==> config.mk <==
export PLATFORM = sky130hd
export DESIGN_NAME = ls194_seq_ctrl
export DESIGN_NICKNAME = d
export VERILOG_FILES = /design/src/rtl/ls194_ctrl_pkg.sv /design/src/rtl/ls194_seq_ctrl.sv
export SDC_FILE = /design/constraint.sdc
export NUM_CORES = 1
export LEC_CHECK = 0
export ABC_AREA = 1
export ABC_CLOCK_PERIOD_IN_PS = 1700
export CAP_MARGIN = 20
export CORE_MARGIN = 5
export CORE_UTILIZATION = 48
export CTS_CLUSTER_SIZE = 16
export DETAILED_ROUTE_END_ITERATION = 16
export PLACE_DENSITY_LB_ADDON = 0.2
export SETUP_SLACK_MARGIN = 0.02
export SLEW_MARGIN = 15
export SYNTH_ARGS = -nofsm -noshare
export SYNTH_HDL_FRONTEND = slang
export SYNTH_SLANG_ARGS = --single-unit
==> constraint.sdc <==
create_clock -name CP -period 1.7 [get_ports CP]
set_input_delay 0.17 -clock CP [delete_from_list [all_inputs] [get_ports CP]]
set_output_delay 0.17 -clock CP [all_outputs]
set_load 0.05 [all_outputs]
==> src/rtl/ls194_ctrl_pkg.sv <==
// Shared definitions for the 74LS194 sequencing controller.
//   op_e    : command op codes carried on cmd_op
//   MODE_*  : {S1,S0} mode-pin encodings understood by the 74LS194
//   state_e : controller state
package ls194_ctrl_pkg;

    typedef enum logic [1:0] {
        OP_LOAD = 2'b00,
        OP_SHR  = 2'b01,
        OP_SHL  = 2'b10,
        OP_ROT  = 2'b11
    } op_e;

    localparam logic [1:0] MODE_HOLD = 2'b00;
    localparam logic [1:0] MODE_SHR  = 2'b01;   // Q0 <= DSr, bits move toward Q3
    localparam logic [1:0] MODE_SHL  = 2'b10;   // Q3 <= DSl, bits move toward Q0
    localparam logic [1:0] MODE_LOAD = 2'b11;

    typedef enum logic [1:0] {
        ST_IDLE = 2'b00,
        ST_RUN  = 2'b01,
        ST_DONE = 2'b10
    } state_e;

endpackage

==> src/rtl/ls194_seq_ctrl.sv <==
// Sequencer that drives the mode, serial and parallel pins of an external
// 74LS194 universal shift register to execute LOAD / SHR / SHL / ROT commands.
//
// Ports
//   CP        : clock, all state changes on the rising edge
//   CR        : synchronous active-high reset
//   cmd_valid : command offered
//   cmd_ready : controller can accept (high in IDLE and DONE)
//   cmd_op    : 00 LOAD, 01 SHR, 10 SHL, 11 ROT
//   cmd_dir   : ROT direction, 0 right / 1 left
//   cmd_data  : LOAD value, or serial bits consumed bit0 first
//   cmd_len   : shift count 0..7 (ignored for LOAD)
//   q         : {Q3..Q0} fed back from the 74LS194
//   S0, S1    : 74LS194 mode pins
//   DSr, DSl  : 74LS194 serial inputs
//   D         : 74LS194 parallel data
//   busy      : command in progress
//   done      : one-cycle completion pulse
module ls194_seq_ctrl
    import ls194_ctrl_pkg::*;
(
    input  logic       CP,
    input  logic       CR,
    input  logic       cmd_valid,
    output logic       cmd_ready,
    input  logic [1:0] cmd_op,
    input  logic       cmd_dir,
    input  logic [3:0] cmd_data,
    input  logic [2:0] cmd_len,
    input  logic [3:0] q,
    output logic       S0,
    output logic       S1,
    output logic       DSr,
    output logic       DSl,
    output logic [3:0] D,
    output logic       busy,
    output logic       done
);

    state_e     state;
    state_e     state_nx;
    op_e        op_r;
    logic       dir_r;
    logic [3:0] ser_r;     // serial bits still to send, current bit in [0]
    logic [2:0] cnt_r;     // RUN cycles remaining after the current one
    logic [3:0] d_r;
    logic [1:0] mode;
    logic       accept;
    logic       skip_run;

    // Rotation only needs the end bits of q; the middle bits are tied off here.
    logic       q_mid_unused;
    assign q_mid_unused = ^q[2:1];

    assign cmd_ready = (state != ST_RUN);
    assign accept    = cmd_valid & cmd_ready;
    // A zero-length shift/rotate has nothing to do and goes straight to DONE.
    assign skip_run  = (op_e'(cmd_op) != OP_LOAD) && (cmd_len == 3'd0);

    // ---------------- state register ----------------
    always_ff @(posedge CP) begin
        // NOTE: sequential state uses non-blocking (<=) so every flop samples
        // pre-edge values regardless of statement order.
        if (CR) state <= ST_IDLE;
        else    state <= state_nx;
    end

    // ---------------- next-state logic ----------------
    always_comb begin
        // NOTE: default assignment first so no path leaves state_nx unassigned
        // (which would infer a latch).
        state_nx = state;
        unique case (state)
            ST_IDLE, ST_DONE: begin
                if (accept) state_nx = skip_run ? ST_DONE : ST_RUN;
                else        state_nx = ST_IDLE;
            end
            ST_RUN: begin
                if (cnt_r == 3'd0) state_nx = ST_DONE;
            end
            default: state_nx = ST_IDLE;
        endcase
    end

    // ---------------- command datapath ----------------
    always_ff @(posedge CP) begin
        if (CR) begin
            op_r  <= OP_LOAD;
            dir_r <= 1'b0;
            ser_r <= 4'd0;
            cnt_r <= 3'd0;
            d_r   <= 4'd0;
        end else if (accept) begin
            op_r  <= op_e'(cmd_op);
            dir_r <= cmd_dir;
            ser_r <= cmd_data;
            // LOAD runs one cycle; a length of 0 never enters RUN, so the
            // counter is only ever loaded with len-1 when len >= 1 (no wrap).
            cnt_r <= (op_e'(cmd_op) == OP_LOAD || skip_run) ? 3'd0 : cmd_len - 3'd1;
            if (op_e'(cmd_op) == OP_LOAD) d_r <= cmd_data;
        end else if (state == ST_RUN) begin
            // Zero fill means bits beyond cmd_data[3] are sent as 0.
            ser_r <= {1'b0, ser_r[3:1]};
            if (cnt_r != 3'd0) cnt_r <= cnt_r - 3'd1;
        end
    end

    // ---------------- output logic ----------------
    always_comb begin
        mode = MODE_HOLD;
        DSr  = 1'b0;
        DSl  = 1'b0;
        if (state == ST_RUN) begin
            unique case (op_r)
                OP_LOAD: mode = MODE_LOAD;
                OP_SHR: begin
                    mode = MODE_SHR;
                    DSr  = ser_r[0];
                end
                OP_SHL: begin
                    mode = MODE_SHL;
                    DSl  = ser_r[0];
                end
                OP_ROT: begin
                    // Feed the bit falling off the far end straight back in.
                    if (dir_r) begin
                        mode = MODE_SHL;
                        DSl  = q[0];
                    end else begin
                        mode = MODE_SHR;
                        DSr  = q[3];
                    end
                end
                default: mode = MODE_HOLD;
            endcase
        end
    end

    assign S1   = mode[1];
    assign S0   = mode[0];
    assign D    = d_r;
    assign busy = (state == ST_RUN);
    assign done = (state == ST_DONE);

endmodule

==> metrics.txt <==
Net Count, Synth=144; clock latency on the worst-skew pair=about 0.29 ns; switching power share of the total=33.8%; startpoint types=flip-flop; Final Max Slew Viols=0; antenna violations before repair=0; mean routed wirelength per cell=11.7 µm; largest net degree at the start of global routing=15; Cell Chain, Critical Path=clkdlybuf4s50_1; Period Utilization, post-route=95.3%; vias in the first global route=926; row count=15; peak per-stage delay on the critical path=0.81 ns; aggregate global routing overflow=0; Buf/Inv on CP=1; NumNets Final=175; number of storage elements in the synthesis netlist=16; post-CTS setup buffer count=0; Die X=52.5 µm; area fraction in compound gates after synthesis=16.0%; simple-gate share of the synthesized area=a little under a third; count of inserted antenna diode cells=0; routability cong.=0.745; xor/xnor share of the synthesized area=0%; Buffers on Ports=25; synth-to-layout area growth=44.5%; count of warnings emitted by yosys=0; area of the mapped netlist=~870 µm²; Layout Cell Area excl Fill=1250 µm²; part of the power in combinational logic=about a third; CTS HTree Levels=1; DRT iter0 DRCs=13; cell type with the largest total area after synthesis=dfxtp_1; slack of the critical path=0.0807 ns; tightest slew margin relative to the limit=66.1%; Routed Wire Length=between 2000 and 2500 µm; total vias in the final route=872; r2r setup slk=0.45 ns; CTS Root Cell=clkbuf_4; boundary pin count=28; total cell area at the placement stage=1210 µm²; sequential area share after synthesis=37.0%; number of buffers created by CTS=3; die height=52.5 µm; clock period minus final worst setup slack=between 1.5 and 2 ns; initial core utilization=50.1%; detailed placement HPWL=1650 µm; clk sinks=16; die outline area=~2800 µm²; buffer levels on the longest clock path=2; worst setup timing slack at the placement stage=0.0257 ns; top-area cell type share of the netlist area=37.0%; via-per-instance ratio=4.90; count of final hold-check violations=0; Async SR Flop Fraction=0%; dominant combinational cell family by area after synthesis=simple AND/OR/NAND/NOR gates; synthesized-area fraction occupied by adder cells=5.78%; classification of the worst setup path=flip-flop to primary output; Leakage=0.000555 µW; data arrival time at the worst-slack endpoint=1.45 ns; GRT Resource Usage Total=17.6%; Critical Path Sink Type=primary output; top cell family by delay on the critical path=buffers and inverters; TritonCTS clock tree=built; highest clock rate=618 MHz; type of the tightest min-delay check=flip-flop to flip-flop; number of enable-type register cells in the synthesized netlist=0; Power Internal=676 µW; first-pass GRT wire length=3590 µm; flip-flop cell with the highest count after synthesis=dfxtp_1; core footprint=1730 µm²; max cap viols=0; Worst-path clk slew=0.10 ns; number of different library cells in the post-synthesis netlist=21; Setup violations, final=0; P per Cell Area=~800 nW/µm²; ranking of synthesized cells by area=dfxtp_1, nand2_1, inv_1; setup repair after global routing missed its margin=false; number of nets with antenna violations after detailed routing=0; worst-path maximum fanout=2; Worst VDD drop=0.582 mV; synthesized instance count=123; fraction of final layout cells with drive strength greater than 1=17.6%; reported net switching power=346 µW; cell type of the slowest stage on the worst timing path=clkdlybuf4s50_1; measured slew at the worst slew-check pin=roughly 0.51 ns; critical path data required time=1.53 ns; status=complete, no violations; post-route clock skew=0.00886 ns; sequential fraction of design power=about two fifths; share of synthesized area spent on multiplexers=0%; DR DRC count=0; Clock Power Share=25.0%; Pre-antenna DRT Iters=4; synthesized area per cell=7.04 µm²
==> cells in the final DEF, fill, tap and decap left out <==
cell type        Yosys  final
inv_2                1      1
nand2_4              4      4
ha_1                 4      4
clkbuf_8             0      1
dfxtp_2              0      1
a21oi_1             11     11
buf_12               0      5
dfxtp_1             16     15
inv_1               18     18
o211ai_1             2      2
nor4_2               0      1
a21oi_4              1      1
nor2_2               0      1
clkdlybuf4s50_1      0     18
or2_2                1      1
buf_4                0      5
clkinv_2             1      1
nor3_2               0      1
nand2_1             26     26
a32oi_1              1      1
clkbuf_4             0      3
a21oi_2              1      1
nand3_1              9      9
nor2_1              16     15
o21ai_0              3      3
o21ai_1              4      4
==> cell usage after synthesis (2+ instances only) <==
| master | count |
|---|---|
| nand2_1 | 26 |
| nor2_1 | 16 |
| dfxtp_1 | 16 |
| a21oi_1 | 11 |
| ha_1 | 4 |
| o21ai_0 | 3 |
| o211ai_1 | 2 |
| o21ai_1 | 4 |
| nand3_1 | 9 |
| nand2_4 | 4 |
| inv_1 | 18 |
==> through the flow <==
| stage | power [µW] | instances | utilization (%) | hold WS (ns) | TNS [ns] |
|---|---|---|---|---|---|
| after floorplan | 650 | 123 | - | 0.317 | -0.0794 |
| after global placement | 762 | 174 | 70.1 | 0.450 | 0 |
| after global routing | 1080 | 178 | 72.5 | 0.492 | 0 |
| after detailed placement | 773 | 174 | 70.1 | 0.454 | 0 |
| final | 1020 | 178 | 72.5 | 0.462 | 0 |
| after CTS | 1030 | 178 | 72.2 | 0.467 | 0 |
==> layout make-up <==
class	count	area, µm²
Sequential cell	16	322
Fill cell	156	475
Tap cell	25	31.3
Multi-Input combinational cell	85	468
Clock buffer	4	36.3
Inverter	20	76.3
Timing Repair Buffer	28	318
==> repair_timing <==
action | in CTS | in global routing
setup endpoints to repair | 0 | 2
hold buffers | 0 | 0
gates resized for setup | 0 | 2
==> flip-flops by register name (all words and copies together) (netlist names) <==
register	flops
D	4
dir_r	1
op_r	2
state	2
cnt_r	3
ser_r	4
==> cells by family after synthesis <==
group / after synthesis
AND/OR/NAND/NOR: 58
AO/OA/AOI/OAI: 23
buffers and inverters: 22
flip-flops: 16
adder cells (fa/ha/maj): 4
==> final timing paths <==
path / start / end / cells after the start
worst max-delay path: D[1] / D[1] / 1
worst max register to register: cnt_r[0] / cnt_r[2] / 7
worst min-delay path: ser_r[3] / ser_r[3] / 2
worst min register to register: ser_r[3] / ser_r[3] / 2
==> routing by layer <==
metal | track usage, % | vias up | share of wire, %
met5 | 0 | - | 0
met4 | 7.66 | 0 | 1.1
met3 | 4.84 | 4 | 5.6
met2 | 33.3 | 28 | 50
met1 | 17.5 | 390 | 43
li1 | - | 450 | -
==> power by group through the flow <==
| stage | Clock, µW | Combinational (µW) | Sequential, µW |
|---|---|---|---|
| 3_3_place_gp | 0 | 328 | 433 |
| 3_5_place_dp | 0 | 339 | 435 |
| 6_report | 255 | 340 | 427 |
| 5_1_grt | 278 | 372 | 431 |
| 4_1_cts | 260 | 341 | 426 |
| 2_1_floorplan | 0 | 208 | 442 |
Note: power is estimated with default switching activity, not from simulation.
